## config.mk

```make
export PLATFORM = sky130hd
export DESIGN_NAME = mac_accum_sat
export DESIGN_NICKNAME = d
export VERILOG_FILES = /design/src/rtl/mac_pkg.sv /design/src/rtl/sat_clip.sv /design/src/rtl/mac_accum_sat.sv
export SDC_FILE = /design/constraint.sdc
export NUM_CORES = 1
export LEC_CHECK = 0
export CORE_ASPECT_RATIO = 1.4
export CORE_MARGIN = 10
export CORE_UTILIZATION = 54
export DETAILED_ROUTE_END_ITERATION = 8
export GPL_ROUTABILITY_DRIVEN = 0
export PLACE_DENSITY = 0.77
export RECOVER_POWER = 50
export SETUP_SLACK_MARGIN = 0.3
export SYNTH_ARGS = -nofsm -noshare
export SYNTH_HDL_FRONTEND = slang
export SYNTH_SLANG_ARGS = --single-unit
export TNS_END_PERCENT = 10
```

## constraint.sdc

```tcl
create_clock -name clk -period 3.35 [get_ports clk]
set_input_delay 0.8375 -clock clk [delete_from_list [all_inputs] [get_ports clk]]
set_output_delay 0.8375 -clock clk [all_outputs]
set_load 0.01 [all_outputs]
```

## src/rtl/mac_pkg.sv

```systemverilog
`default_nettype none
// +---------------------------------------------------------------------+
// | mac_pkg : shared FSM state, width defaults and signed limit helper   |
// | Rev 1.0                                                             |
// +---------------------------------------------------------------------+
package mac_pkg;

  typedef enum logic [0:0] {
    ACC  = 1'b0,
    HOLD = 1'b1
  } state_e;

  localparam int DW_DEF = 36;
  localparam int GW_DEF = 4;

  // Working width for the limit helper; any DW+GW up to this is supported.
  localparam int LIM_W = 64;

  typedef enum logic [1:0] {
    LIM_PASS = 2'd0,
    LIM_HI   = 2'd1,
    LIM_LO   = 2'd2
  } lim_e;

  function automatic lim_e limit(input logic signed [LIM_W-1:0] v, input int dw);
    logic signed [LIM_W-1:0] hi;
    logic signed [LIM_W-1:0] lo;
    hi = (64'sd1 <<< (dw - 1)) - 64'sd1;
    lo = -(64'sd1 <<< (dw - 1));
    if (v > hi)      return LIM_HI;
    else if (v < lo) return LIM_LO;
    else             return LIM_PASS;
  endfunction

endpackage
`default_nettype wire

```

## src/rtl/sat_clip.sv

```systemverilog
`default_nettype none
// +---------------------------------------------------------------------+
// | sat_clip : combinational DW+GW -> DW signed saturating clipper      |
// | Rev 1.0                                                             |
// +---------------------------------------------------------------------+
module sat_clip
  import mac_pkg::*;
#(
  parameter int DW = DW_DEF,
  parameter int GW = GW_DEF
) (
  input  logic [DW+GW-1:0] sum_i,
  output logic [DW-1:0]    data_o,
  output logic             sat_o
);

  logic signed [LIM_W-1:0] w_ext;
  lim_e                    w_dir;

  assign w_ext = LIM_W'($signed(sum_i));
  assign w_dir = limit(w_ext, DW);

  always_comb begin
    data_o = sum_i[DW-1:0];
    sat_o  = 1'b0;
    case (w_dir)
      LIM_HI: begin
        data_o = {1'b0, {(DW-1){1'b1}}};
        sat_o  = 1'b1;
      end
      LIM_LO: begin
        data_o = {1'b1, {(DW-1){1'b0}}};
        sat_o  = 1'b1;
      end
      default: ;
    endcase
  end

endmodule
`default_nettype wire

```

## src/rtl/mac_accum_sat.sv

```systemverilog
`default_nettype none
// +---------------------------------------------------------------------+
// | mac_accum_sat : frame accumulator of NTERMS signed products with a   |
// | registered, optionally saturated result (MAC_ACCUM_SATURATE_EN).    |
// | Rev 1.0                                                             |
// +---------------------------------------------------------------------+
module mac_accum_sat
  import mac_pkg::*;
#(
  parameter int DW     = DW_DEF,
  parameter int NTERMS = 4,
  parameter int GW     = GW_DEF
) (
  input  logic          clk,
  input  logic          rst_n,
  input  logic          clear,
  input  logic          in_valid,
  output logic          in_ready,
  input  logic [DW-1:0] in_data,
  output logic          out_valid,
  input  logic          out_ready,
  output logic [DW-1:0] out_data,
  output logic          out_sat
);

  localparam int AW = DW + GW;
  localparam int CW = (NTERMS > 1) ? $clog2(NTERMS) : 1;

  state_e        state_q;
  logic [AW-1:0] acc_q;
  logic [CW-1:0] cnt_q;
  logic          out_valid_q;
  logic [DW-1:0] out_data_q;
  logic          out_sat_q;

  logic [AW-1:0] acc_d;
  logic          w_last;
  logic [DW-1:0] w_lim;
  logic          w_sat;

  assign acc_d  = acc_q + AW'($signed(in_data));
  assign w_last = (cnt_q == CW'(NTERMS - 1));

`ifdef MAC_ACCUM_SATURATE_EN
  sat_clip #(
    .DW (DW),
    .GW (GW)
  ) u_sat_clip (
    .sum_i  (acc_d),
    .data_o (w_lim),
    .sat_o  (w_sat)
  );
`else
  assign w_lim = acc_d[DW-1:0];
  assign w_sat = 1'b0;
`endif

  assign in_ready  = (state_q == ACC);
  assign out_valid = out_valid_q;
  assign out_data  = out_data_q;
  assign out_sat   = out_sat_q;

  // Clear outranks everything, including a same-cycle last-term accept.
  always_ff @(posedge clk or negedge rst_n) begin
    if (!rst_n) begin
      state_q     <= ACC;
      acc_q       <= '0;
      cnt_q       <= '0;
      out_valid_q <= 1'b0;
      out_data_q  <= '0;
      out_sat_q   <= 1'b0;
    end else if (clear) begin
      state_q     <= ACC;
      acc_q       <= '0;
      cnt_q       <= '0;
      out_valid_q <= 1'b0;
    end else begin
      case (state_q)
        ACC: begin
          if (in_valid) begin
            if (w_last) begin
              out_data_q  <= w_lim;
              out_sat_q   <= w_sat;
              out_valid_q <= 1'b1;
              acc_q       <= '0;
              cnt_q       <= '0;
              state_q     <= HOLD;
            end else begin
              acc_q <= acc_d;
              cnt_q <= cnt_q + CW'(1);
            end
          end
        end
        HOLD: begin
          if (out_ready) begin
            out_valid_q <= 1'b0;
            state_q     <= ACC;
          end
        end
        default: state_q <= ACC;
      endcase
    end
  end

endmodule
`default_nettype wire

```

==> results of run 1 <==
-- final cells by class --
class / count / area, um2 / share of cell area, %
multi-input cells: 400 / 3060 / 43.6
repair buffers: 188 / 1580 / 22.5
clock inverters: 5 / 77.6 / 1.11
flip-flops and latches: 76 / 1900 / 27.1
well taps: 105 / 131 / 1.88
inverters: 9 / 33.8 / 0.482
clock buffers: 10 / 229 / 3.27
-- layout by cell type (no fill, tap or decap), types with 3 or more instances in the layout --
| master | Yosys | final |
|---|---|---|
| a22o_1 | 3 | 3 |
| buf_4 | 1 | 110 |
| xor2_1 | 14 | 14 |
| dlymetal6s2s_1 | 0 | 10 |
| a21o_1 | 16 | 16 |
| a21o_2 | 3 | 3 |
| dlygate4sd3_1 | 0 | 11 |
| o21ai_2 | 2 | 3 |
| o21ai_0 | 29 | 29 |
| nand4_1 | 10 | 10 |
| dfrtp_1 | 76 | 76 |
| nor2_1 | 15 | 14 |
| nand3_1 | 6 | 6 |
| o21bai_1 | 7 | 7 |
| clkbuf_2 | 0 | 12 |
| nand2_1 | 94 | 93 |
| a21oi_4 | 0 | 4 |
| ha_1 | 36 | 9 |
| inv_1 | 9 | 8 |
| o21ai_1 | 54 | 52 |
| a21oi_1 | 36 | 23 |
| nor3_1 | 5 | 3 |
| xnor2_1 | 18 | 17 |
| ha_4 | 0 | 25 |
| clkdlybuf4s50_1 | 0 | 42 |
| clkbuf_16 | 0 | 9 |
| a21oi_2 | 1 | 10 |
-- power groups by stage --
stage          logic [mW]  clock network, mW  registers [mW]
2_1_floorplan       0.840                  0            1.24
3_3_place_gp         1.50                  0            1.20
3_5_place_dp         1.54                  0            1.21
4_1_cts              1.67               1.03            1.20
5_1_grt              2.00               1.08            1.24
6_report             1.86               1.03            1.22
-- stage by stage --
step           cells  utilization, %  total power [mW]  setup slack (ns)
3_5_place_dp     740            70.5              2.75            -0.337
4_1_cts          782            78.5              3.91             0.300
2_1_floorplan    512               -              2.08             0.314
5_1_grt          793            82.4              4.31             0.231
3_3_place_gp     740            70.5              2.70            -0.280
6_report         793            82.4              4.11             0.337
-- what timing repair did --
item,CTS,global route
buffers inserted,27,11
endpoints found under the setup margin,29,27
gates resized for setup,45,78
pin swaps,48,54
-- per-layer routing --
layer	vias up	GRT usage [%]
li1	2155	-
met1	2269	22.9
met5	-	0
met3	53	5.34
met4	0	10.6
met2	178	41.4
-- logic make-up after synthesis --
group           after synthesis  share of synthesized area, %
fa+ha+maj                    37                          10.1
flops                        76                          40.7
compound gates              179                          24.1
xor+xnor                     32                          6.00
buf+inv                      36                          4.50
other cells                   1                        0.0803
mux                           2                         0.482
simple gates                149                          14.1
-- worst min-delay path, delay by kind of cell (launching register included) --
kind,cells,cell delay (ns)
AO/OA/AOI/OAI,1,0.06
AND/OR/NAND/NOR,1,0.04
flip-flops,1,0.33
-- worst paths after layout --
| path | from | to |
|---|---|---|
| max in group asynchronous | rst_n | out_data[34]$_DFFE_PN0P_ |
| hold reg to reg | out_data[19]$_DFFE_PN0P_ | out_data[19]$_DFFE_PN0P_ |
| hold / removal | out_data[19]$_DFFE_PN0P_ | out_data[19]$_DFFE_PN0P_ |
| min in group asynchronous | rst_n | acc_q[25]$_DFFE_PN0P_ |
| setup reg to reg | acc_q[1]$_DFFE_PN0P_ | out_data[33]$_DFFE_PN0P_ |
| setup / recovery | in_data[1] | out_data[33]$_DFFE_PN0P_ |
-- flip-flops by register name (all words and copies together), names as in the netlist --
register / cells
acc_q: 36
cnt_q: 2
out_data: 36
out_valid: 1
state_q: 1
==> metrics.md, run 1 <==
| Metric | Value |
|---|---|
| Syn_nets | `590` |
| Combinational power share | `45.2%` |
| CTS Buf Count | `9` |
| P&R area growth vs syn | `50.0%` |
| Min-delay worst type | `register to register` |
| Dpl hpwl | `9.77 mm` |
| Post-DRT Antenna Nets | `0` |
| Detailed Route WL | `15.8 mm` |
| Crit path depth | `13` |
| Sw frac | `34.8%` |
| Tot GR Track Use | `22.3%` |
| Post-DP Area | `6000 um2` |
| CTS max path bufs | `2` |
| Drt first-iter violations | `240` |
| Synth async-reset ratio | `100%` |
| Fin nets | `762` |
| Final hold vios | `0` |
| Status | `complete, but fails checks` |
| Starting Density | `54.9%` |
| Post-route DRC | `0` |
| Worst R2R Setup Slack | `0.48 ns` |
| Cell mode on critical path | `nand4_1` |
| Setup Skew | `0.00575 ns` |
| CTS clock-pin slew for the worst setup and hold paths | `0.06 ns` |
| Worst Path Max Fanout | `2` |
| Antenna Diode Count | `0` |
| Register bit total from synthesis | `76` |
| Max-slew headroom | `-30.0%` |
| Wire per inst | `19.9 um` |
| Least-Margin Pin Slew | `1.95 ns` |
| Net Sw Power | `1.43 mW` |
| Final Max Tran Viols | `77` |
| Met2 wire len | `8.48 mm` |
| Ys flop type | `dfrtp_1` |
| Violated checks | `max-capacitance violations, max-slew violations` |
| Top post-synthesis cells by area | `dfrtp_1 41%, ha_1 9.6%, nand2_1 7.6%` |
| Top cells by count, synth | `94 x nand2_1, 76 x dfrtp_1, 54 x o21ai_1` |
| Row cnt | `40` |
| Clk pwr share | `25.1%` |
| Synthesis Warnings | `0` |
| Fmax | `0.332 GHz` |
| WL met3 | `775 um` |
| CP Capture Type | `register` |
| Core box area | `8510 um2` |
| Yosys top cell by area | `dfrtp_1` |
| CP peak stage delay | `0.29 ns` |
| Mapped Area | `4670 um2` |
| Vias in the first global route | `4973` |
| CP max-delay cell | `o221a_2` |
| Setup crit start kind | `input pin` |
| Unique cell type count in the Yosys netlist | `60` |
| Total grt overflow | `0` |
| Register area share after synthesis | `40.7%` |
| Routed met1 length | `5.96 mm` |
| Hold WS | `0.481 ns` |
| Via Count | `4655` |
| Crit path time final | `3.01 ns` |
| Top Ports | `80` |
| Global-route wire length before repair | `23.4 mm` |
| Top sig layer | `met4` |
| Initial antenna violation count | `0` |
| Req. time, crit path | `3.56 ns` |
| Yosys top cell area share | `40.7%` |
| Avg Cell Area, Syn | `9.12 um2` |
| Vias per cell | `5.87` |
| Worst vdd ir | `0.000471 V` |
| Clk Tree Root Cell | `clkbuf_16` |
| Largest net degree at the start of global routing | `77` |
| Clock sinks | `76` |
| Worst Setup Path Type | `input pin to register` |
| CTS tree | `done` |
| Worst reg-to-reg path cell count | `12` |
| Cell depth of the worst min-delay path | `2` |
| Top-count cell post-synth | `nand2_1` |
| Fin area | `7010 um2` |
| Share of cells above drive strength 1 | `31.1%` |
| WP buf/inv | `2` |
| Filler cells | `475` |
| Pre-antenna DRT Iters | `5` |
| Clock Latency Late Sink | `0.35 ns` |
| Power density of the placed cells | `586 nW/um2` |
| Top delay family on crit path | `compound AO/OA/AOI/OAI gates` |
| RSZ-0062 raised after global routing | `true` |
| Die ar. | `12800 um2` |
| WP data arrival | `3.22 ns` |
| Cell Chain, Critical Path | `buf_6 > ha_4 > a21o_1 > nand4_1 > a21oi_2 > buf_4 > nor2_1 > o221a_2 > o31ai_4 > nand4_1 > o211ai_2 > xnor2_2 > o21ai_1` |
| Hold buffers post-CTS | `0` |
| Leakage | `3.29 nW` |
| Die Y | `130 um` |
| Die Wd | `98.6 um` |
| CTS H-tree depth | `3` |
| Pint | `2.68 mW` |
| Count of buffers from port buffering | `78` |
| Setup TNS Final | `0 ns` |
| Fin crit share | `89.9%` |
| Register share of total power | `29.7%` |
| Syn Inst Count | `512` |
| Max Cap Viol | `1` |
| # setup viols final | `0` |
| Post-synth EDFFs | `0` |
Power figures use the tool's default switching activity.
==> run 2, diff against run 1 <==
Settings changed: CORE_MARGIN 10 to default, SETUP_SLACK_MARGIN 0.3 to default.
==> metrics.md, run 2 (synthesized netlist as in run 1, its figures left out) <==
| Metric | Value |
|---|---|
| Status | `complete, but fails checks` |
| Violated checks | `max-capacitance violations, max-slew violations` |
| Least-Margin Pin Slew | `1.87 ns (-0.0758 ns)` |
| Hold buffers post-CTS | `0 (unchanged)` |
| CP Capture Type | `register` |
| Max Cap Viol | `1 (unchanged)` |
| Worst Path Max Fanout | `5 (+3)` |
| Row cnt | `39 (-2.5%)` |
| Setup Skew | `0.00727 ns (+0.00152 ns)` |
| Req. time, crit path | `3.58 ns (+0.02 ns)` |
| Worst vdd ir | `0.000440 V (-6.6%)` |
| Leakage | `3.00 nW (-8.8%)` |
| Initial antenna violation count | `0 (unchanged)` |
| CTS max path bufs | `2 (unchanged)` |
| Post-DRT Antenna Nets | `0 (unchanged)` |
| Clk Tree Root Cell | `clkbuf_16` |
| Via Count | `4345 (-6.7%)` |
| Share of cells above drive strength 1 | `19.0% (-12 points)` |
| # setup viols final | `0 (unchanged)` |
| Worst Setup Path Type | `input pin to register` |
| Min-delay worst type | `register to register` |
| Post-DP Area | `5900 um2 (-1.6%)` |
| Tot GR Track Use | `29.1% (+6.8 points)` |
| Setup crit start kind | `input pin` |
| Max-slew headroom | `-24.9% (+5.1 points)` |
| Starting Density | `56.3% (+1.4 points)` |
| Vias in the first global route | `4489 (-9.7%)` |
| Largest net degree at the start of global routing | `77 (unchanged)` |
| Power density of the placed cells | `602 nW/um2 (+2.8%)` |
| Detailed Route WL | `12.3 mm (-22%)` |
| Final hold vios | `0 (unchanged)` |
| Post-route DRC | `0 (unchanged)` |
| Fin nets | `719 (-5.6%)` |
| Antenna Diode Count | `0 (unchanged)` |
| Top Ports | `80 (unchanged)` |
| Dpl hpwl | `8.85 mm (-9.4%)` |
| Wire per inst | `16.4 um (-18%)` |
| Top delay family on crit path | `compound AO/OA/AOI/OAI gates` |
| Filler cells | `590 (+24%)` |
| CP max-delay cell | `clkdlybuf4s50_1` |
| CTS Buf Count | `9 (unchanged)` |
| CTS clock-pin slew for the worst setup and hold paths | `0.06 ns (about the same)` |
| P&R area growth vs syn | `36.1%` |
| CP peak stage delay | `0.45 ns (+0.16 ns)` |
| Area of the multi-input gates | `2670 um2 (-13%)` |
| Cell mode on critical path | `a21o_1` |
| Total grt overflow | `0 (unchanged)` |
| Register share of total power | `31.2% (+1.5 points)` |
| Vias per cell | `5.81 (-1.0%)` |
| Crit path time final | `3.31 ns (+0.298 ns)` |
| FF/Latch Area | `1900 um2 (unchanged)` |
| Most frequent cells in the layout | `94 x nand2_1, 76 x dfrtp_1, 65 x buf_4` |
| Fmax | `0.302 GHz (-9.0%)` |
| Core box area | `8300 um2 (-2.5%)` |
| Global-route wire length before repair | `20.2 mm (-14%)` |
| Final Max Tran Viols | `77 (unchanged)` |
| Die ar. | `9030 um2 (-30%)` |
| Clock sinks | `76 (unchanged)` |
| WP buf/inv | `2 (unchanged)` |
| Clock Latency Late Sink | `0.34 ns (about the same)` |
| Cell Chain, Critical Path | `clkdlybuf4s50_1 > ha_1 > inv_1 > o21bai_1 > a21o_1 > a21o_1 > a21o_2 > a221oi_4 > o41ai_2 > xor2_1 > o22ai_1 > a22o_1` |
| RSZ-0062 raised after global routing | `true` |
| Fin area | `6360 um2 (-9.2%)` |
| Commonest non-fill, non-tap cell in the layout | `nand2_1` |
| Pre-antenna DRT Iters | `4 (-1)` |
| WP data arrival | `3.54 ns (+0.32 ns)` |
| CTS H-tree depth | `3 (unchanged)` |
| Net Sw Power | `1.28 mW (-11%)` |
| Fin util | `76.7% (-5.7 points)` |
| Combinational power share | `40.6% (-4.6 points)` |
| Fin crit share | `98.8% (+8.9 points)` |
| Count of buffers from port buffering | `78 (unchanged)` |
| Die Wd | `80.6 um (-18%)` |
| Die Y | `112 um (-14%)` |
| Sw frac | `33.3% (-1.5 points)` |
| Pint | `2.55 mW (-4.7%)` |
| CTS tree | `done` |
| Drt first-iter violations | `202 (-16%)` |
| Clk pwr share | `28.2% (+3.1 points)` |
[run 2: cell types whose count changed in the layout (fill, tap and decap cells not counted), moves of 8 or more]
cell and delta:
buf_4 -45, a21oi_1 +8, ha_1 +23, ha_4 -21, clkbuf_2 -10, dlymetal6s2s_1 -8
clkdlybuf4s50_1 +22
[run 2: path summary, 6_finish.rpt]
kind	startpoint	cells past startpoint	to	slack (ns)
min in group asynchronous	rst_n	1	out_data[26]$_DFFE_PN0P_	1.02
hold reg to reg	out_data[6]$_DFFE_PN0P_	2	out_data[6]$_DFFE_PN0P_	0.48
max in group asynchronous	rst_n	1	acc_q[34]$_DFFE_PN0P_	1.24
setup reg to reg	acc_q[12]$_DFFE_PN0P_	11	acc_q[35]$_DFFE_PN0P_	0.53
hold / removal	out_data[6]$_DFFE_PN0P_	2	out_data[6]$_DFFE_PN0P_	0.48
setup / recovery	in_data[21]	12	acc_q[35]$_DFFE_PN0P_	0.04
[run 2: metrics by stage]
| step | instances | hold slack [ns] | power [mW] | setup slack, ns | TNS [ns] |
|---|---|---|---|---|---|
| 6_report | 748 | 0.479 | 3.83 | 0.0392 | 0 |
| 5_1_grt | 748 | 0.512 | 4.06 | -0.0990 | -0.195 |
| 4_1_cts | 746 | 0.485 | 3.80 | 0.0179 | 0 |
| 3_5_place_dp | 730 | 0.472 | 2.70 | -0.366 | -5.23 |
| 3_3_place_gp | 730 | 0.467 | 2.66 | -0.231 | -3.19 |
| 2_1_floorplan | 512 | 0.454 | 2.06 | 0.253 | 0 |
[run 2: final cells by class]
class | count | area share, %
Tap cell | 102 | 2.01
Multi-Input combinational cell | 400 | 41.9
Timing Repair Buffer | 145 | 20.3
Clock buffer | 11 | 3.97
Clock inverter | 5 | 1.30
Sequential cell | 76 | 29.9
Inverter | 9 | 0.531
[run 2: per-layer routing]
metal / vias to the layer above / wire, um / global-route usage (%)
met4: 0 / 361 / 13.3
met3: 38 / 512 / 5.20
li1: 2079 / - / -
met1: 2088 / 4740 / 32.5
met2: 140 / 6660 / 52.3
met5: - / 0 / 0
[run 2: power groups by stage]
stage	combinational, mW	sequential (mW)	clock [mW]
finish	1.56	1.19	1.08
global route	1.70	1.22	1.14
CTS	1.52	1.19	1.09
detailed placement	1.49	1.21	0
global placement	1.46	1.20	0
floorplan	0.826	1.24	0
[run 2: tightest hold or removal path, cell delays in order, from the launching register on]
cell,delay (ns)
dfrtp_1,0.34
nand2_1,0.04
o21ai_0,0.06
[run 2: timing repair]
action / CTS / global route
endpoints found under the setup margin: 3 / 13
pin swaps: 0 / 14
resized for setup: 2 / 17
buffers inserted: 0 / 2
endpoints found under the hold margin: 0 / 0
==> run 3, diff against run 2 <==
Settings changed: GPL_TIMING_DRIVEN from default to 0, SKIP_CTS_REPAIR_TIMING from default to 1.
==> metrics.md, run 3 (synthesized netlist as in run 1, its figures left out) <==
| Metric | Value |
|---|---|
| Worst reg-to-reg path cell count | `12 (+1)` |
| # setup viols final | `0 (unchanged)` |
| Detailed Route WL | `12.5 mm (+1.7%)` |
| Hold WS | `0.479 ns (+0.0000500 ns)` |
| Setup Skew | `0.00789 ns (+0.000617 ns)` |
| Fmax | `0.304 GHz (+0.58%)` |
| Largest net degree at the start of global routing | `46 (-40%)` |
| P&R area growth vs syn | `34.5%` |
| Pre-antenna DRT Iters | `4 (unchanged)` |
| Req. time, crit path | `3.57 ns (about the same)` |
| Top Ports | `80 (unchanged)` |
| Die Wd | `80.6 um (unchanged)` |
| CTS max path bufs | `2 (unchanged)` |
| Min-delay worst type | `register to register` |
| Fin nets | `688 (-4.3%)` |
| FF-to-FF Start | `acc_q[12]$_DFFE_PN0P_` |
| Share of cells above drive strength 1 | `14.3% (-4.7 points)` |
| Leakage | `2.87 nW (-4.2%)` |
| Overall power | `3.85 mW (+0.50%)` |
| Antenna Diode Count | `0 (unchanged)` |
| Max-slew headroom | `-20.6% (+4.3 points)` |
| Violated checks | `max-capacitance violations, max-slew violations` |
| Dpl hpwl | `8.66 mm (-2.2%)` |
| Die ar. | `9030 um2 (unchanged)` |
| Worst R2R Setup Slack | `0.56 ns (+0.03 ns)` |
| Post-DRT Antenna Nets | `0 (unchanged)` |
| Final hold vios | `0 (unchanged)` |
| Global-route wire length before repair | `19.2 mm (-5.2%)` |
| Most frequent cells in the layout | `94 x nand2_1, 76 x dfrtp_1, 56 x clkdlybuf4s50_1` |
| Starting Density | `56.3% (unchanged)` |
| Drt first-iter violations | `239 (+18%)` |
| CP startpoint | `in_data[13]` |
| Row cnt | `39 (unchanged)` |
| Clock sinks | `76 (unchanged)` |
| Fin crit share | `98.3% (-0.57 points)` |
| Max Cap Viol | `1 (unchanged)` |
| CTS H-tree depth | `3 (unchanged)` |
| Clock Latency Late Sink | `0.34 ns (about the same)` |
| Vias per cell | `5.93 (+2.0%)` |
| Cell Chain, Critical Path | `clkdlybuf4s50_1 > ha_4 > nand2_2 > o21ai_2 > or3_4 > nor3_4 > o21ai_4 > a221oi_4 > o41ai_2 > xor2_1 > buf_4 > xnor2_2 > o21ai_1` |
| Worst vdd ir | `0.000429 V (-2.6%)` |
| Post-route DRC | `0 (unchanged)` |
| Clk Tree Root Cell | `clkbuf_16` |
| CTS clock-pin slew for the worst setup and hold paths | `0.06 ns (about the same)` |
| CP peak stage delay | `0.52 ns (+0.07 ns)` |
| Total grt overflow | `0 (unchanged)` |
| Setup crit start kind | `input pin` |
| Initial antenna violation count | `0 (unchanged)` |
| Wire per inst | `17.4 um (+6.1%)` |
| Least-Margin Pin Slew | `1.81 ns (-0.0643 ns)` |
| CP max-delay cell | `clkdlybuf4s50_1` |
| CP Capture Type | `register` |
| Filler cells | `596 (+1.0%)` |
| Worst Setup Path Type | `input pin to register` |
| R2R Path End | `out_data[35]$_DFFE_PN0P_` |
| Final Max Tran Viols | `32 (-58%)` |
| Fin util | `75.7% (-0.92 points)` |
| Core box area | `8300 um2 (unchanged)` |
| CTS Buf Count | `9 (unchanged)` |
| Power density of the placed cells | `613 nW/um2 (+1.7%)` |
| Die Y | `112 um (unchanged)` |
| CTS tree | `done` |
| Via Count | `4250 (-2.2%)` |
| Worst Path Max Fanout | `6 (+1)` |
| Commonest non-fill, non-tap cell in the layout | `nand2_1` |
| Tot GR Track Use | `27.7% (-1.4 points)` |
| Critical path endpoint | `out_data[35]$_DFFE_PN0P_` |
| Vias in the first global route | `4220 (-6.0%)` |
| Status | `complete, but fails checks` |
| WP data arrival | `3.52 ns (-0.02 ns)` |
| Count of buffers from port buffering | `77 (-1.3%)` |
| Crit path time final | `3.29 ns (-0.0190 ns)` |
-- run 3: worst min-delay path by stage --
stage | from | to | slack [ns] | depth (start not counted)
finish | out_data[24]$_DFFE_PN0P_ | out_data[24]$_DFFE_PN0P_ | 0.48 | 2
global route | cnt_q[0]$_DFFE_PN0P_ | cnt_q[0]$_DFFE_PN0P_ | 0.50 | 1
floorplan | acc_q[10]$_DFFE_PN0P_ | acc_q[10]$_DFFE_PN0P_ | 0.45 | 2
detailed placement | out_data[10]$_DFFE_PN0P_ | out_data[10]$_DFFE_PN0P_ | 0.47 | 2
global placement | out_data[30]$_DFFE_PN0P_ | out_data[30]$_DFFE_PN0P_ | 0.47 | 2
CTS | rst_n | out_data[19]$_DFFE_PN0P_ | 0.45 | 1
-- run 3: per-stage QoR --
step	cells	area [um2]	TNS [ns]	setup WS, ns
floorplan	512	4670	0	0.253
global placement	691	5570	-96.14	-1.18
global route	717	6280	-0.0500	-0.0276
detailed placement	692	5590	-8.21	-0.557
finish	717	6280	0	0.0582
CTS	708	5950	-1.35	-0.255
-- run 3: critical path: cells and delay by family --
kind / cells / cell delay [ns]
adders and majority gates: 1 / 0.24
buffers and inverters: 2 / 0.69
xor gates and xnor gates: 2 / 0.35
AOI/OAI and AO/OA: 5 / 0.72
and+or+nand+nor: 3 / 0.66
-- run 3: metal layers --
| metal | global-route usage, % | vias up | share of wire (%) |
|---|---|---|---|
| met2 | 48.5 | 134 | 53 |
| met3 | 4.63 | 33 | 4.1 |
| li1 | - | 2022 | - |
| met4 | 12.7 | 0 | 3.0 |
| met1 | 32.4 | 2061 | 40 |
| met5 | 0 | - | 0 |
-- run 3: layout make-up --
type / instances / area (um2) / area share, %
clock buffer: 12 / 256 / 4.08
buffer: 26 / 165 / 2.63
tap: 102 / 128 / 2.03
clock inverter: 4 / 95.1 / 1.51
inverter: 9 / 33.8 / 0.538
sequential: 76 / 1900 / 30.3
timing repair buffer: 88 / 882 / 14.0
multi-input combinational: 400 / 2820 / 44.9
-- run 3: where the power goes --
| group | internal (mW) | switching [mW] | total [mW] | leakage (nW) |
|---|---|---|---|---|
| logic | 0.716 | 0.784 | 1.50 | 1.67 |
| clock network | 0.767 | 0.380 | 1.15 | 0.173 |
| registers | 1.09 | 0.110 | 1.20 | 1.02 |
| total | 2.58 | 1.27 | 3.85 | 2.87 |
